==> config.mk <==
export PLATFORM = sky130hd
export DESIGN_NAME = puf_uart_host_flat
export DESIGN_NICKNAME = d
export VERILOG_FILES = /design/src/rtl/puf_uart_host_if.sv /design/src/rtl/puf_uart_host.sv /design/src/flat_wrapper.sv
export SDC_FILE = /design/constraint.sdc
export NUM_CORES = 1
export LEC_CHECK = 0
export BUFFER_PORTS_ARGS = -buffer_cell sky130_fd_sc_hd__buf_2
export CAP_MARGIN = 20
export CORE_MARGIN = 2
export CORE_UTILIZATION = 55
export CTS_BUF_LIST = sky130_fd_sc_hd__clkbuf_4 sky130_fd_sc_hd__clkbuf_8
export DETAILED_ROUTE_END_ITERATION = 12
export HOLD_SLACK_MARGIN = 0.05
export PLACE_DENSITY = 0.87
export SLEW_MARGIN = 10
export SYNTH_ARGS = -nofsm -noshare
export SYNTH_HDL_FRONTEND = slang
export SYNTH_SLANG_ARGS = --single-unit
==> constraint.sdc <==
create_clock -name clk -period 4.05 [get_ports clk]
set_input_delay 0.6075 -clock clk [delete_from_list [all_inputs] [get_ports clk]]
set_output_delay 0.6075 -clock clk [all_outputs]
set_load 0.05 [all_outputs]
==> src/rtl/puf_uart_host_if.sv <==
// Challenge/response bus between host logic, the PUF UART host and its uart_tx/uart_rx pair.
// master: host/bench side that issues challenges and models the UART.
// slave:  puf_uart_host itself.
interface puf_uart_host_if #(
  parameter int W = 64
);
  logic [W-1:0] chal;
  logic         chal_valid;
  logic         chal_ready;
  logic         tx_valid;
  logic [7:0]   tx_byte;
  logic         tx_active;
  logic         rx_valid;
  logic [7:0]   rx_byte;
  logic [W-1:0] resp;
  logic         resp_valid;
  logic         timeout;
  logic         busy;

  modport master (
    output chal, chal_valid, tx_active, rx_valid, rx_byte,
    input  chal_ready, tx_valid, tx_byte, resp, resp_valid, timeout, busy
  );

  modport slave (
    input  chal, chal_valid, tx_active, rx_valid, rx_byte,
    output chal_ready, tx_valid, tx_byte, resp, resp_valid, timeout, busy
  );
endinterface

==> src/rtl/puf_uart_host.sv <==
// Host-side initiator for the UART PUF link: sends a challenge word MSB byte first
// over uart_tx, then gathers NBYTES response bytes from uart_rx into a word whose
// first received byte sits in the least significant position.
module puf_uart_host #(
  parameter int              NBYTES  = 8,
  parameter int              TO_W    = 24,
  parameter logic [TO_W-1:0] TIMEOUT = 24'hFFFFFF
) (
  input  logic            clk,
  input  logic            rst_n,
  puf_uart_host_if.slave  bus
);

  localparam int              W    = 8 * NBYTES;
  localparam int              CW   = (NBYTES > 1) ? $clog2(NBYTES) : 1;
  localparam logic [CW-1:0]   LAST = CW'(NBYTES - 1);
  localparam logic [TO_W-1:0] TERM = TIMEOUT - 1'b1;

  typedef enum logic [2:0] {
    IDLE,
    TX_START,
    TX_END,
    RX,
    DONE
  } state_t;

  state_t          state;
  logic [W-1:0]    shift_sr;
  logic [W-1:0]    resp_sr;
  logic [CW-1:0]   cnt;
  logic [TO_W-1:0] timer;
  logic            prev_tx_active;
  logic            prev_rx_valid;
  logic            tx_rise;
  logic            tx_fall;
  logic            rx_rise;

  assign tx_rise = bus.tx_active & ~prev_tx_active;
  assign tx_fall = ~bus.tx_active & prev_tx_active;
  assign rx_rise = bus.rx_valid & ~prev_rx_valid;

  // Remember last cycle's UART levels so edges, not levels, advance the FSM.
  always_ff @(posedge clk or negedge rst_n) begin
    if (!rst_n) begin
      prev_tx_active <= 1'b0;
      prev_rx_valid  <= 1'b0;
    end else begin
      prev_tx_active <= bus.tx_active;
      prev_rx_valid  <= bus.rx_valid;
    end
  end

  // Transfer sequencer; the timeout check comes first so it beats a same-cycle edge.
  always_ff @(posedge clk or negedge rst_n) begin
    if (!rst_n) begin
      state          <= IDLE;
      shift_sr       <= '0;
      resp_sr        <= '0;
      cnt            <= '0;
      timer          <= '0;
      bus.chal_ready <= 1'b1;
      bus.tx_valid   <= 1'b0;
      bus.tx_byte    <= '0;
      bus.resp       <= '0;
      bus.resp_valid <= 1'b0;
      bus.timeout    <= 1'b0;
      bus.busy       <= 1'b0;
    end else begin
      bus.resp_valid <= 1'b0;
      bus.timeout    <= 1'b0;
      case (state)
        IDLE: begin
          timer <= '0;
          if (bus.chal_valid && bus.chal_ready) begin
            shift_sr       <= bus.chal;
            cnt            <= '0;
            bus.tx_valid   <= 1'b1;
            bus.tx_byte    <= bus.chal[W-1 -: 8];
            bus.chal_ready <= 1'b0;
            bus.busy       <= 1'b1;
            state          <= TX_START;
          end
        end
        TX_START: begin
          if (timer == TERM) begin
            timer          <= TIMEOUT;
            bus.timeout    <= 1'b1;
            bus.tx_valid   <= 1'b0;
            cnt            <= '0;
            bus.chal_ready <= 1'b1;
            bus.busy       <= 1'b0;
            state          <= IDLE;
          end else if (tx_rise) begin
            timer <= '0;
            state <= TX_END;
          end else begin
            timer <= timer + 1'b1;
          end
        end
        TX_END: begin
          if (tx_fall) begin
            shift_sr <= shift_sr << 8;
            if (cnt == LAST) begin
              bus.tx_valid <= 1'b0;
              cnt          <= '0;
              state        <= RX;
            end else begin
              cnt         <= cnt + 1'b1;
              bus.tx_byte <= shift_sr[W-9 -: 8];
              state       <= TX_START;
            end
          end
        end
        RX: begin
          if (timer == TERM) begin
            timer          <= TIMEOUT;
            bus.timeout    <= 1'b1;
            cnt            <= '0;
            bus.chal_ready <= 1'b1;
            bus.busy       <= 1'b0;
            state          <= IDLE;
          end else if (rx_rise) begin
            resp_sr <= {bus.rx_byte, resp_sr[W-1:8]};
            timer   <= '0;
            if (cnt == LAST) begin
              cnt   <= '0;
              state <= DONE;
            end else begin
              cnt <= cnt + 1'b1;
            end
          end else begin
            timer <= timer + 1'b1;
          end
        end
        DONE: begin
          bus.resp       <= resp_sr;
          bus.resp_valid <= 1'b1;
          bus.chal_ready <= 1'b1;
          bus.busy       <= 1'b0;
          state          <= IDLE;
        end
        default: begin
          state <= IDLE;
        end
      endcase
    end
  end

endmodule
==> src/flat_wrapper.sv <==
// flat-port wrapper written by rule: the top's interface ports become plain ports
module puf_uart_host_flat 
#(
  parameter int              NBYTES  = 8,
  parameter int              TO_W    = 24,
  parameter logic [TO_W-1:0] TIMEOUT = 24'hFFFFFF
)
  (clk, rst_n, bus_chal, bus_chal_valid, bus_tx_active, bus_rx_valid, bus_rx_byte, bus_chal_ready, bus_tx_valid, bus_tx_byte, bus_resp, bus_resp_valid, bus_timeout, bus_busy);
  puf_uart_host_if bus_i ();
  input  logic clk;
  input  logic rst_n;
  input wire logic [$bits(bus_i.chal)-1:0] bus_chal;
  input wire logic [$bits(bus_i.chal_valid)-1:0] bus_chal_valid;
  input wire logic [$bits(bus_i.tx_active)-1:0] bus_tx_active;
  input wire logic [$bits(bus_i.rx_valid)-1:0] bus_rx_valid;
  input wire logic [$bits(bus_i.rx_byte)-1:0] bus_rx_byte;
  output wire logic [$bits(bus_i.chal_ready)-1:0] bus_chal_ready;
  output wire logic [$bits(bus_i.tx_valid)-1:0] bus_tx_valid;
  output wire logic [$bits(bus_i.tx_byte)-1:0] bus_tx_byte;
  output wire logic [$bits(bus_i.resp)-1:0] bus_resp;
  output wire logic [$bits(bus_i.resp_valid)-1:0] bus_resp_valid;
  output wire logic [$bits(bus_i.timeout)-1:0] bus_timeout;
  output wire logic [$bits(bus_i.busy)-1:0] bus_busy;
  assign bus_i.chal = bus_chal;
  assign bus_i.chal_valid = bus_chal_valid;
  assign bus_i.tx_active = bus_tx_active;
  assign bus_i.rx_valid = bus_rx_valid;
  assign bus_i.rx_byte = bus_rx_byte;
  assign bus_chal_ready = bus_i.chal_ready;
  assign bus_tx_valid = bus_i.tx_valid;
  assign bus_tx_byte = bus_i.tx_byte;
  assign bus_resp = bus_i.resp;
  assign bus_resp_valid = bus_i.resp_valid;
  assign bus_timeout = bus_i.timeout;
  assign bus_busy = bus_i.busy;
  puf_uart_host #(.NBYTES(NBYTES), .TO_W(TO_W), .TIMEOUT(TIMEOUT)) u_core (.clk(clk), .rst_n(rst_n), .bus(bus_i));
endmodule
==> impl_metrics.csv <==
group,metric,value,unit
synthesis,synth_seq_cells,229,
synthesis,post_synth_inst_count,862,
placement,placed_area,10900,um2
timing,grt_setup_unrepaired,"false",
die,die-width,139,um
synthesis,postSynth.asyncResetShare,100,%
synthesis,synth_edf_count,0,
layout,post_route_cells_drive_above_1_share,35.5,%
worst_setup_path,slowest_cp_cell,"sky130_fd_sc_hd__or4_4",
layout,antennaDiodeCount,0,
clock_network,post_cts.repair.setup_buffers,0,
worst_setup_path,crit_buf_inv,1,
synthesis,synthesized_area_per_cell,11.6,um2
layout,finalNetCount,1092,
synthesis,synth_most_common_cell,"sky130_fd_sc_hd__dfrtp_1",
clock_network,clock-root-buffer,"sky130_fd_sc_hd__clkbuf_8",
die,fp.dieArea,19300,um2
worst_setup_path,worstRegToRegCells,6,
pwr,power.static_leakage,6.30,nW
global_route,grt_pass1_wl,34800,um
timing,timing.clock.skew,0.0189,ns
route,viasPerCell,5.72,
synthesis,synth.largest_area_cell,"sky130_fd_sc_hd__dfrtp_1",
pwr,power.density,386,nW/um2
worst_setup_path,start_kind,"register",
worst_setup_path,critical-path-top-delay-family,"simple AND/OR/NAND/NOR gates",
synthesis,synth.yosys.warnings,0,
die,io-pin-count,154,
clock_network,htree_num_levels,2,
die,start_util,55.9,%
clock_network,numClockSinks,229,
pwr,total_power,4.53,mW
synthesis,ys_seq_area_share,57.2,%
worst_setup_path,cp_cell_sequence,"nand4_4 > or4_4 > nor3_4 > or3_4 > buf_12 > mux2_2",
route,route.detailed.wl_per_inst,16.8,um
route,totalWireLength,21300,um
placement,numPortBuffers,153,
clock_network,ctsHoldBuffers,0,
worst_setup_path,critical_path.endpoint_type,"register",
timing,final_number_of_hold_violating_endpoints,0,
timing,finalWorstPathRequiredPeriod,2.91,ns
worst_setup_path,worst-setup-path-type,"reg2reg",
timing,final.period_utilization,72.0,%
die,floorplan.die.height,139,um
pwr,largest_voltage_drop_on_the_vdd_net,0.000364,V
route,length_of_the_first_detailed_routing_pass_in_iterations,5,
clock_network,clock_tree_from_tritoncts,"done",
worst_setup_path,critPathRequiredTime,4.44,ns
synthesis,synth.top_cells.by_count,"sky130_fd_sc_hd__dfrtp_1, sky130_fd_sc_hd__nand2_1, sky130_fd_sc_hd__nor2_1, sky130_fd_sc_hd__mux2_2, sky130_fd_sc_hd__mux2_4",
timing,fin_tns_setup,0,ns
clock_network,clock_transition_time_at_the_flip_flop_clock_pins_of_the_worst_setup_and_hold_paths,0.06,ns
layout,final_cells,1266,
synthesis,post_synth_instance_area,10000,um2
clock_network,cts_bufs_inserted,37,
die,core_area,17900,um2
synthesis,synth.top_cell.area_share,57.0,%
synthesis,yosys.cell_types.count,53,
global_route,sum_of_overflow_across_all_layers_after_global_routing,0,
timing,max-slew-margin-rel,33.4,%
layout,syn_to_final_growth,17.2,%
route,drt_iter0_markers,703,
route,antenna_left,0,
die,placementRows,49,
layout,postLayoutCoreUtil,65.6,%
route,vias,7236,
layout,fillers,1333,
route,drc,0,
global_route,grt_max_degree,113,
worst_setup_path,arrival,3.31,ns
placement,place.gp.congestion,0.880,
timing,tightestPinTransition,0.990,ns
timing,fmax,343,MHz
worst_setup_path,cp_num_cells,6,
clock_network,cts_buffer_depth,3,
worst_setup_path,stage_delay_of_the_slowest_cell_on_the_critical_path,0.61,ns
timing,drv_slew,0,
clock_network,clock_insertion_delay_worst_skew,0.51,ns
global_route,grt_pass1_vias,6885,
placement,hpwl,13700,um
placement,dpl.cell_count,1199,
synthesis,synth-main-ff-cell,"sky130_fd_sc_hd__dfrtp_1",
synthesis,synthTopCellsByArea,"sky130_fd_sc_hd__dfrtp_1, sky130_fd_sc_hd__mux2_4, sky130_fd_sc_hd__mux2_2",
worst_setup_path,worstPathMaxFanout,49,
synthesis,synth_nets,943,
global_route,globalRouteTotalUtil,21.9,%
job,max-cap-violations,0,
hold_path,timing.hold.worst.class,"in2async",
clock_network,cts.repair.resized,0,
timing,setup_violations,0,
layout,layout.cell_area.non_filler,11700,um2
outcome,outcome,"finished clean",
global_route,initial_antenna_violation_count,0,
## final timing paths
check	from	endpoint	slack, ns
setup reg to reg	u_core.timer[8]	u_core.resp_sr[1]	1.14
max in group asynchronous	rst_n	u_core.bus.resp[0]	2.88
hold reg to reg	u_core.shift_sr[0]	u_core.shift_sr[0]	0.47
min in group clk	bus_rx_valid	u_core.prev_rx_valid	0.25
setup / recovery	u_core.timer[8]	u_core.resp_sr[1]	1.14
hold / removal	rst_n	u_core.resp_sr[25]	0.11
## cell usage in the layout (no fill, tap or decap), types with 2 or more instances in the layout
master	instances
sky130_fd_sc_hd__ha_1	4
sky130_fd_sc_hd__clkbuf_8	49
sky130_fd_sc_hd__a41oi_1	2
sky130_fd_sc_hd__a22o_1	2
sky130_fd_sc_hd__nor2b_1	2
sky130_fd_sc_hd__nand3b_1	2
sky130_fd_sc_hd__o311ai_0	6
sky130_fd_sc_hd__dfrtp_1	228
sky130_fd_sc_hd__a21oi_1	18
sky130_fd_sc_hd__nor4_1	7
sky130_fd_sc_hd__buf_12	2
sky130_fd_sc_hd__nor2_1	72
sky130_fd_sc_hd__nand2_1	143
sky130_fd_sc_hd__mux2_2	68
sky130_fd_sc_hd__nor3b_1	2
sky130_fd_sc_hd__o22ai_1	9
sky130_fd_sc_hd__clkinv_2	2
sky130_fd_sc_hd__nand4_1	8
sky130_fd_sc_hd__a21o_1	2
sky130_fd_sc_hd__buf_8	2
sky130_fd_sc_hd__or2_2	2
sky130_fd_sc_hd__and3_1	5
sky130_fd_sc_hd__and4_1	2
sky130_fd_sc_hd__or3_1	4
sky130_fd_sc_hd__nand3_1	20
sky130_fd_sc_hd__buf_4	7
sky130_fd_sc_hd__clkbuf_4	11
sky130_fd_sc_hd__and3b_1	2
sky130_fd_sc_hd__o21ai_0	29
sky130_fd_sc_hd__mux2_4	60
sky130_fd_sc_hd__clkinvlp_4	2
sky130_fd_sc_hd__inv_1	8
sky130_fd_sc_hd__a22oi_1	2
sky130_fd_sc_hd__a31oi_1	57
sky130_fd_sc_hd__nor3_1	8
sky130_fd_sc_hd__buf_2	152
sky130_fd_sc_hd__o211ai_1	6
sky130_fd_sc_hd__nand2b_1	5
## worst register-to-register path, cell delays in order (launching register included)
cell	delay, ns
sky130_fd_sc_hd__dfrtp_1	0.47
sky130_fd_sc_hd__nand4_4	0.17
sky130_fd_sc_hd__or4_4	0.62
sky130_fd_sc_hd__nor3_4	0.36
sky130_fd_sc_hd__or3_4	0.40
sky130_fd_sc_hd__buf_12	0.37
sky130_fd_sc_hd__mux2_2	0.41
## logic make-up after synthesis
group | synth area share [%]
muxes | 16.6
DFF | 57.2
and+or+nand+nor | 13.1
AOI/OAI and AO/OA | 9.13
adders and majority gates | 0.500
buffers and inverters | 3.37
## sequential cells by signal, indices dropped and copies added, names as in the netlist
| signal | count |
|---|---|
| u_core.resp_sr | 64 |
| u_core.prev_rx_valid | 1 |
| u_core.bus.timeout | 1 |
| u_core.shift_sr | 56 |
| u_core.bus.chal_ready | 1 |
| u_core.prev_tx_active | 1 |
| u_core.bus.resp_valid | 1 |
| u_core.bus.tx_byte | 8 |
| u_core.timer | 24 |
| u_core.bus.resp | 64 |
| u_core.state | 3 |
| u_core.cnt | 3 |
| u_core.bus.busy | 1 |
| u_core.bus.tx_valid | 1 |
## layout make-up
class                           count  area (um2)  share of cell area, %
Tap cell                          229         287                   2.44
Inverter                            8        30.0                  0.256
Sequential cell                   229        5730                   48.8
Clock inverter                      5        55.1                  0.469
Multi-Input combinational cell    571        3970                   33.8
Clock buffer                       60         757                   6.45
Timing Repair Buffer              164         911                   7.76
## layer usage
layer  vias up  track usage [%]  share of wire (%)
li1       3367                -                  -
met1      3545             31.4                 44
met2       269             34.0                 48
met3        55             3.73                5.2
met4         0             7.97                2.9
met5         -                0                  0
## report_power, final
part | internal, mW | switching [mW] | total (mW)
Sequential | 2.29 | 0.00446 | 2.30
Clock | 1.25 | 0.882 | 2.13
Combinational | 0.0414 | 0.0654 | 0.107
Total | 3.58 | 0.952 | 4.53
## metrics by stage
stage / hold WS [ns] / setup slack [ns]
2_1_floorplan: 0.312 / 1.66
3_3_place_gp: 0.449 / 1.21
3_5_place_dp: 0.455 / 1.14
4_1_cts: 0.139 / 1.13
5_1_grt: 0.179 / 0.988
6_report: 0.113 / 1.14
(Power assumes the default switching activity.)
